**src/rtl/seq_divider_if.sv**
```systemverilog
// Start/busy/done handshake bundle for seq_divider; the dz_err signal exists only
// when DIV_ZERO_ERR_EN is defined.
interface seq_divider_if #(
    parameter int N = 8
);
    logic           start;
    logic [2*N-1:0] dividend;
    logic [N-1:0]   divisor;
    logic           busy;
    logic           done;
    logic [2*N-1:0] quotient;
    logic [N-1:0]   remainder;
`ifdef DIV_ZERO_ERR_EN
    logic           dz_err;

    modport master (
        output start, dividend, divisor,
        input  busy, done, quotient, remainder, dz_err
    );

    modport slave (
        input  start, dividend, divisor,
        output busy, done, quotient, remainder, dz_err
    );
`else
    modport master (
        output start, dividend, divisor,
        input  busy, done, quotient, remainder
    );

    modport slave (
        input  start, dividend, divisor,
        output busy, done, quotient, remainder
    );
`endif
endinterface

```
**src/rtl/seq_divider.sv**
```systemverilog
// Sequential unsigned restoring divider: 2N-bit dividend / N-bit divisor, one quotient
// bit per clock. Define DIV_ZERO_ERR_EN for the one-cycle divide-by-zero path and dz_err.
module seq_divider #(
    parameter int N = 8
) (
    input  logic          clk,
    input  logic          rst,
    seq_divider_if.slave  bus
);
    localparam int CW = $clog2(2*N+1);

    typedef enum logic [1:0] {IDLE, RUN, DONE} state_t;

    state_t         state;
    logic [2*N-1:0] dvd;
    logic [2*N-1:0] q;
    logic [N-1:0]   dsr;
    logic [N-1:0]   r;
    logic [CW-1:0]  count;
`ifdef DIV_ZERO_ERR_EN
    logic           dz_pend;
`endif

    logic [N:0]     r_shift;
    logic [N-1:0]   r_next;
    logic           qbit;
    logic [2*N-1:0] q_next;

    // The stored partial remainder is always below the divisor, so only the shifted
    // value needs the extra bit; the difference after subtraction fits in N bits.
    always_comb begin
        r_shift = {r, dvd[2*N-1]};
        qbit    = (r_shift >= {1'b0, dsr});
        r_next  = qbit ? (r_shift[N-1:0] - dsr) : r_shift[N-1:0];
        q_next  = {q[2*N-2:0], qbit};
    end

    always_ff @(posedge clk or posedge rst) begin
        if (rst) begin
            state         <= IDLE;
            dvd           <= '0;
            q             <= '0;
            dsr           <= '0;
            r             <= '0;
            count         <= '0;
            bus.busy      <= 1'b0;
            bus.done      <= 1'b0;
            bus.quotient  <= '0;
            bus.remainder <= '0;
`ifdef DIV_ZERO_ERR_EN
            dz_pend       <= 1'b0;
            bus.dz_err    <= 1'b0;
`endif
        end else begin
            bus.done <= 1'b0;
            case (state)
                IDLE, DONE: begin
                    state <= IDLE;
                    if (bus.start) begin
                        state    <= RUN;
                        bus.busy <= 1'b1;
                        dvd      <= bus.dividend;
                        dsr      <= bus.divisor;
                        r        <= '0;
                        q        <= '0;
                        count    <= CW'(2*N);
`ifdef DIV_ZERO_ERR_EN
                        dz_pend  <= (bus.divisor == '0);
`endif
                    end
                end
                RUN: begin
`ifdef DIV_ZERO_ERR_EN
                    if (dz_pend) begin
                        state         <= DONE;
                        bus.busy      <= 1'b0;
                        bus.done      <= 1'b1;
                        bus.quotient  <= '1;
                        bus.remainder <= dvd[N-1:0];
                        bus.dz_err    <= 1'b1;
                        dz_pend       <= 1'b0;
                    end else
`endif
                    begin
                        dvd   <= dvd << 1;
                        r     <= r_next;
                        q     <= q_next;
                        count <= count - CW'(1);
                        if (count == CW'(1)) begin
                            state         <= DONE;
                            bus.busy      <= 1'b0;
                            bus.done      <= 1'b1;
                            bus.quotient  <= q_next;
                            bus.remainder <= r_next;
`ifdef DIV_ZERO_ERR_EN
                            bus.dz_err    <= 1'b0;
`endif
                        end
                    end
                end
                default: state <= IDLE;
            endcase
        end
    end
endmodule
```
**src/flat_wrapper.sv**
```systemverilog
// flat-port wrapper written by rule: the top's interface ports become plain ports
module seq_divider_flat 
#(
    parameter int N = 8
)
  (clk, rst, bus_start, bus_dividend, bus_divisor, bus_busy, bus_done, bus_quotient, bus_remainder);
  seq_divider_if #(.N(N)) bus_i ();
  input  logic clk;
  input  logic rst;
  input wire logic [$bits(bus_i.start)-1:0] bus_start;
  input wire logic [$bits(bus_i.dividend)-1:0] bus_dividend;
  input wire logic [$bits(bus_i.divisor)-1:0] bus_divisor;
  output wire logic [$bits(bus_i.busy)-1:0] bus_busy;
  output wire logic [$bits(bus_i.done)-1:0] bus_done;
  output wire logic [$bits(bus_i.quotient)-1:0] bus_quotient;
  output wire logic [$bits(bus_i.remainder)-1:0] bus_remainder;
  assign bus_i.start = bus_start;
  assign bus_i.dividend = bus_dividend;
  assign bus_i.divisor = bus_divisor;
  assign bus_busy = bus_i.busy;
  assign bus_done = bus_i.done;
  assign bus_quotient = bus_i.quotient;
  assign bus_remainder = bus_i.remainder;
  seq_divider #(.N(N)) u_core (.clk(clk), .rst(rst), .bus(bus_i));
endmodule
```
**config.mk**
```make
export PLATFORM = sky130hd
export DESIGN_NAME = seq_divider_flat
export DESIGN_NICKNAME = d
export VERILOG_FILES = /design/src/rtl/seq_divider_if.sv /design/src/rtl/seq_divider.sv /design/src/flat_wrapper.sv
export SDC_FILE = /design/constraint.sdc
export NUM_CORES = 1
export LEC_CHECK = 0
export CELL_PAD_IN_SITES_DETAIL_PLACEMENT = 1
export CELL_PAD_IN_SITES_GLOBAL_PLACEMENT = 2
export CORE_ASPECT_RATIO = 0.8
export CORE_MARGIN = 10
export CORE_UTILIZATION = 34
export DETAILED_ROUTE_END_ITERATION = 16
export PLACE_DENSITY_LB_ADDON = 0.15
export SYNTH_ARGS = -nofsm -noshare
export SYNTH_HDL_FRONTEND = slang
export SYNTH_SLANG_ARGS = --single-unit
export TNS_END_PERCENT = 5
```
**constraint.sdc**
```tcl
create_clock -name clk -period 3 [get_ports clk]
set_input_delay 0.45 -clock clk [delete_from_list [all_inputs] [get_ports clk]]
set_output_delay 0.45 -clock clk [all_outputs]
set_load 0.01 [all_outputs]
```
; Word level (Yosys, flattened, before mapping)
; Index checks and enable logic that the tools add are counted.
; W data, S select, Z words.
[totals]
reg_bits = 80
word_cells = 42
[classes]
add_sub_neg = 2
n_lt_le_gt_ge = 1
eq_ne = 5
muxes = 17
reduce_logical = 7
[ops]
columns = cell, n
row1 = $pmux W16 S2, 1
row2 = $pmux W15 S2, 1
row3 = $mux W16, 1
row4 = $mux W8, 2
row5 = $pmux W8 S2, 1
row6 = $mux W15, 1
row7 = $pmux W5 S2, 1
row8 = $ge A9 B8 Y1, 1
row9 = $sub A8 B8 Y8, 1
row10 = $reduce_and A2 Y1, 3
row11 = $eq A5 B1 Y1 const B, 1
row12 = $mux W1, 5
row13 = $mux W5, 1
row14 = $sub A5 B1 Y5 const B, 1
row15 = $pmux W2 S2, 1
row16 = $reduce_and A3 Y1, 1
row17 = $eq A2 B1 Y1 const B, 1
row18 = $eq A2 B2 Y1 const B, 1
row19 = $logic_not A2 Y1, 1
row20 = $mux W2, 1
row21 = $ne A2 B1 Y1 const B, 1
row22 = $ne A2 B2 Y1 const B, 1
row23 = $pmux W1 S2, 1
row24 = $reduce_bool A2 Y1, 1
row25 = $reduce_or A2 Y1, 1

; Depth between registers and ports, before layout
[depth]
depth_word = 4
ltp_mapped = 8
ltp_nobuf = 8

; Worst setup path before layout
; Ideal clock, no wire load.
[synth_timing]
path_kind = flip-flop to flip-flop
startpoint = register u_core.r[5]
endpoint = register u_core.r[2]
arrival_time_ps = 1998
setup_slack_ps = 880
path_stages_with_launch = 8
path_cell_list = dfrtp_1 -> ha_1 -> a21oi_2 -> nor2b_1 -> or3_1 -> buf_2 -> or3_1 -> a32o_1
[synth_between]
elab_chain_cells = 3
[synth_rtl]
columns = element, line
row1 = start: declaration, seq_divider.sv:18  ; logic [N-1:0] r;
row2 = start signal: assignment, seq_divider.sv:86  ; r <= r_next;
row3 = $ge A9 B8 Y1, seq_divider.sv:33  ; qbit = (r_shift >= {1'b0, dsr});
row4 = $mux W8, seq_divider.sv:34  ; r_next = qbit ? (r_shift[N-1:0] - dsr) : r_shift[N-1:0];
row5 = $pmux W8 S2, seq_divider.sv:56  ; case (state)
; No other way between the ends.
; A chain may end at the register's enable or synchronous reset.

; Worst setup path after layout
[layout_timing]
startpoint = register u_core.r[3]
endpoint = register u_core.r[0]
; The elaborated chain is that of the path after synthesis.

==> impl_results.md <==
* Unrepaired setup endpoints after global routing: no
* Layout area overhead at 28.58%
* Final setup margin at 0.3847 ns
* Maximum clock rate at 0.3824 GHz
* #FFs+latches synth at 80
* Relative slew slack at 0.2908
* CTS tree: built
* LEAKAGE at 0.002106 uW
* Top Layer Used: met4
* Required @ worst endpoint at 3.22 ns
* Total grt overflow at 0
* Post-synthesis sequential area ratio at 0.5596
* Most used DFF post-synth: dfrtp_1
* Longest Clk Path Bufs at 2
* EDFF count, synth at 0
* I/O pin total at 53
* Outcome: complete, no violations
* Synth Net Count at 403
* Synth top area cells: dfrtp_1 (56%), nand2_1 (10%), a22o_1 (3.7%)
* WP buf/inv at 0
* Hold Crit Class: reg2reg
* Antenna violations before repair at 0
* Die area at 15,050 um2
* Final net count at 453
* Startpoint types: flip-flop
* Worst Tran Pin Value at 1.064 ns
* Dpl ws at 0.4657 ns
* Met2 WL at 4301 um
* Layout Skew at 0.007941 ns
* Die Width at 134.7 um
* Routed Antenna Nets at 0
* Vias in the first global route at 3,080
* Crit-path max FO at 12
* CP endpoint kind: flip-flop
* Gp weighted congestion at 0.8019
* Drt total wl at 9247 um
* Fill cells at 1,162
* # diodes at 0
* Max cap viols at 0
* Area occupied by registers at 2002 um2
* DRC Markers at 0
* Clk slew on worst S/H paths at 0.06 ns
* Wire length on met3 at 397 um
* Hold-fix buffers, CTS at 0
* Critical path's top delay family: compound AO/OA/AOI/OAI gates
* DR vias at 2,857
* Tcrit/Tclk final at 0.8718
* Initial Utilization at 0.3479
* Crit-path cells: ha_1 -> a21oi_1 -> nand2_1 -> o221ai_1 -> nand3_1 -> a32o_1
* Fin Setup TNS at 0 ns
* Synth top area share at 0.5596
* Setup violators final at 0
* Crit path DAT at 2.84 ns
* H-tree Lvls at 3
* Root Driver: clkbuf_16
* Clock Sinks at 80
* Mean routed wirelength per cell at 16.51 um
* 1st-iter DRT viols at 181
* Setup bufs post-CTS at 0
* Slowest CP cell: o221ai_1
* Yosys warning total at 0
* IR drop worst, VDD at 0.0004178 V
* Most area-hungry cell type in the Yosys netlist: dfrtp_1
* Largest net degree at the start of global routing at 81
* Detail Placement HPWL at 6234 um
* Die Span Y at 111.7 um
* Multi-input logic area at 1444 um2
* FP Rows at 33
* Area of the mapped netlist at 3577 um2
* Core area at 10,280 um2
* Mapped Cells at 365
* Yosys cell types at 44
* Pwr dens at 1245 nW/um2
* Async SR Flop Fraction at 1.000
* Post-Route M1 WL at 4448 um
* Fraction of layout instances using a drive strength above 1 at 0.07381
* DR pass1 iterations at 4
* First-pass GRT wire length at 15,950 um
* Slew Limit Fails at 0
* Post-CTS Resized at 0
* Worst-Skew Late Latency at 0.34 ns
* CTS Buf Count at 9
* Min cycle time layout at 2.615 ns
* CP max stage delay at 0.81 ns
* Setup Crit Path Kind: reg2reg
* GRT Total Usage at 0.1289
* Fin. Hold Viols at 0
* Port bufs at 52
* Synthesized area per cell at 9.800 um2
* Vias per std cell at 5.102
[cell families (layout without fill, tap and decap cells)]
family                     Yosys count  after routing  share of synthesized area
muxes                                1              1                   0.002798
AOI/OAI and AO/OA                   92             92                     0.1808
DFF                                 80             80                     0.5596
and+or+nand+nor                    143            143                     0.1724
xor gates and xnor gates             2              2                   0.004898
buffers and inverters               36             91                    0.03882
adders and majority gates           11             11                    0.04057
[report_power, final]
part	internal, uW	leakage, uW	total, uW	switching (uW)
clock	773	0.000165	1210	435
combinational	1170	0.000943	2620	1450
sequential	1580	0.000997	1890	317
[registers in the layout, summed over array words and instances, names as in the netlist]
signal,count
u_core.bus.busy,1
u_core.bus.done,1
u_core.bus.quotient,16
u_core.bus.remainder,8
u_core.count,5
u_core.dsr,8
u_core.dvd,16
u_core.q,15
u_core.r,8
u_core.state,2
[cells in the mapped netlist, types with 4 or more instances]
cell type / count
nand2b_1: 4
nor2_1: 11
dfrtp_1: 80
nand2_1: 99
clkbuf_1: 17
a31oi_1: 7
o21ai_1: 4
nor3_1: 5
o21ai_0: 16
a22o_1: 15
a22oi_1: 14
ha_1: 10
inv_1: 15
a21oi_1: 11
nand3_1: 6
or3_1: 4
o31ai_1: 4
[per-stage QoR]
| stage | cells | power (uW) | cell area, um2 | utilization | hold slack, ns |
|---|---|---|---|---|---|
| after floorplan | 365 | 3630 | 3577 | - | 0.4396 |
| after global placement | 544 | 4480 | 4268 | 0.4151 | 0.4474 |
| after detailed placement | 544 | 4568 | 4268 | 0.4151 | 0.4600 |
| after CTS | 560 | 5813 | 4599 | 0.4474 | 0.4776 |
| after global routing | 560 | 6229 | 4599 | 0.4474 | 0.5030 |
| final | 560 | 5726 | 4599 | 0.4474 | 0.4695 |
[layout by cell type (no fill, tap or decap), types with 2 or more instances in the layout]
master           count
nand2_1             99
dfrtp_1             80
clkdlybuf4s50_1     52
o21ai_0             16
a22o_1              15
inv_1               14
a22oi_1             14
a21oi_1             11
nor2_1              10
ha_1                10
clkbuf_16            9
a31oi_1              7
nand3_1              6
buf_4                6
nor3_1               5
nand2b_1             4
or3_1                4
o21ai_1              4
o31ai_1              4
a32o_1               3
and2_1               3
clkinv_2             3
nor2b_2              2
nor3b_1              2
xor2_1               2
a21boi_0             2
a211oi_1             2
nor4b_1              2
a31o_2               2
a221o_1              2
nand3b_1             2
bufinv_16            2
clkbuf_8             2
[worst paths after layout]
| path | to | slack, ns | cells past startpoint | startpoint |
|---|---|---|---|---|
| max in group asynchronous | u_core.dvd[9] | 2.14 | 3 | rst |
| setup / recovery | u_core.r[0] | 0.38 | 6 | u_core.r[3] |
| hold / removal | u_core.bus.quotient[13] | 0.47 | 2 | u_core.bus.quotient[13] |
| min in group asynchronous | u_core.bus.quotient[4] | 0.53 | 3 | rst |
| hold reg to reg | u_core.bus.quotient[13] | 0.47 | 2 | u_core.bus.quotient[13] |
| setup reg to reg | u_core.r[0] | 0.38 | 6 | u_core.r[3] |
[layer usage]
metal	vias up	track usage
li1	1374	-
met1	1428	0.1722
met2	44	0.1982
met3	11	0.03774
met4	0	0.03548
met5	-	0
[worst reg2reg max path, cell delays in order (launching register included)]
cell      delay [ns]
dfrtp_1         0.40
ha_1            0.38
a21oi_1         0.24
nand2_1         0.10
o221ai_1        0.81
nand3_1         0.25
a32o_1          0.32
[layout make-up]
class	instances	share of cell area
clock buffer	11	0.05495
clock inverter	5	0.01714
inverter	16	0.01333
multi-input combinational	249	0.3139
sequential	80	0.4353
tap	140	0.03808
timing repair buffer	59	0.1273
Power figures use the tool's default switching activity.
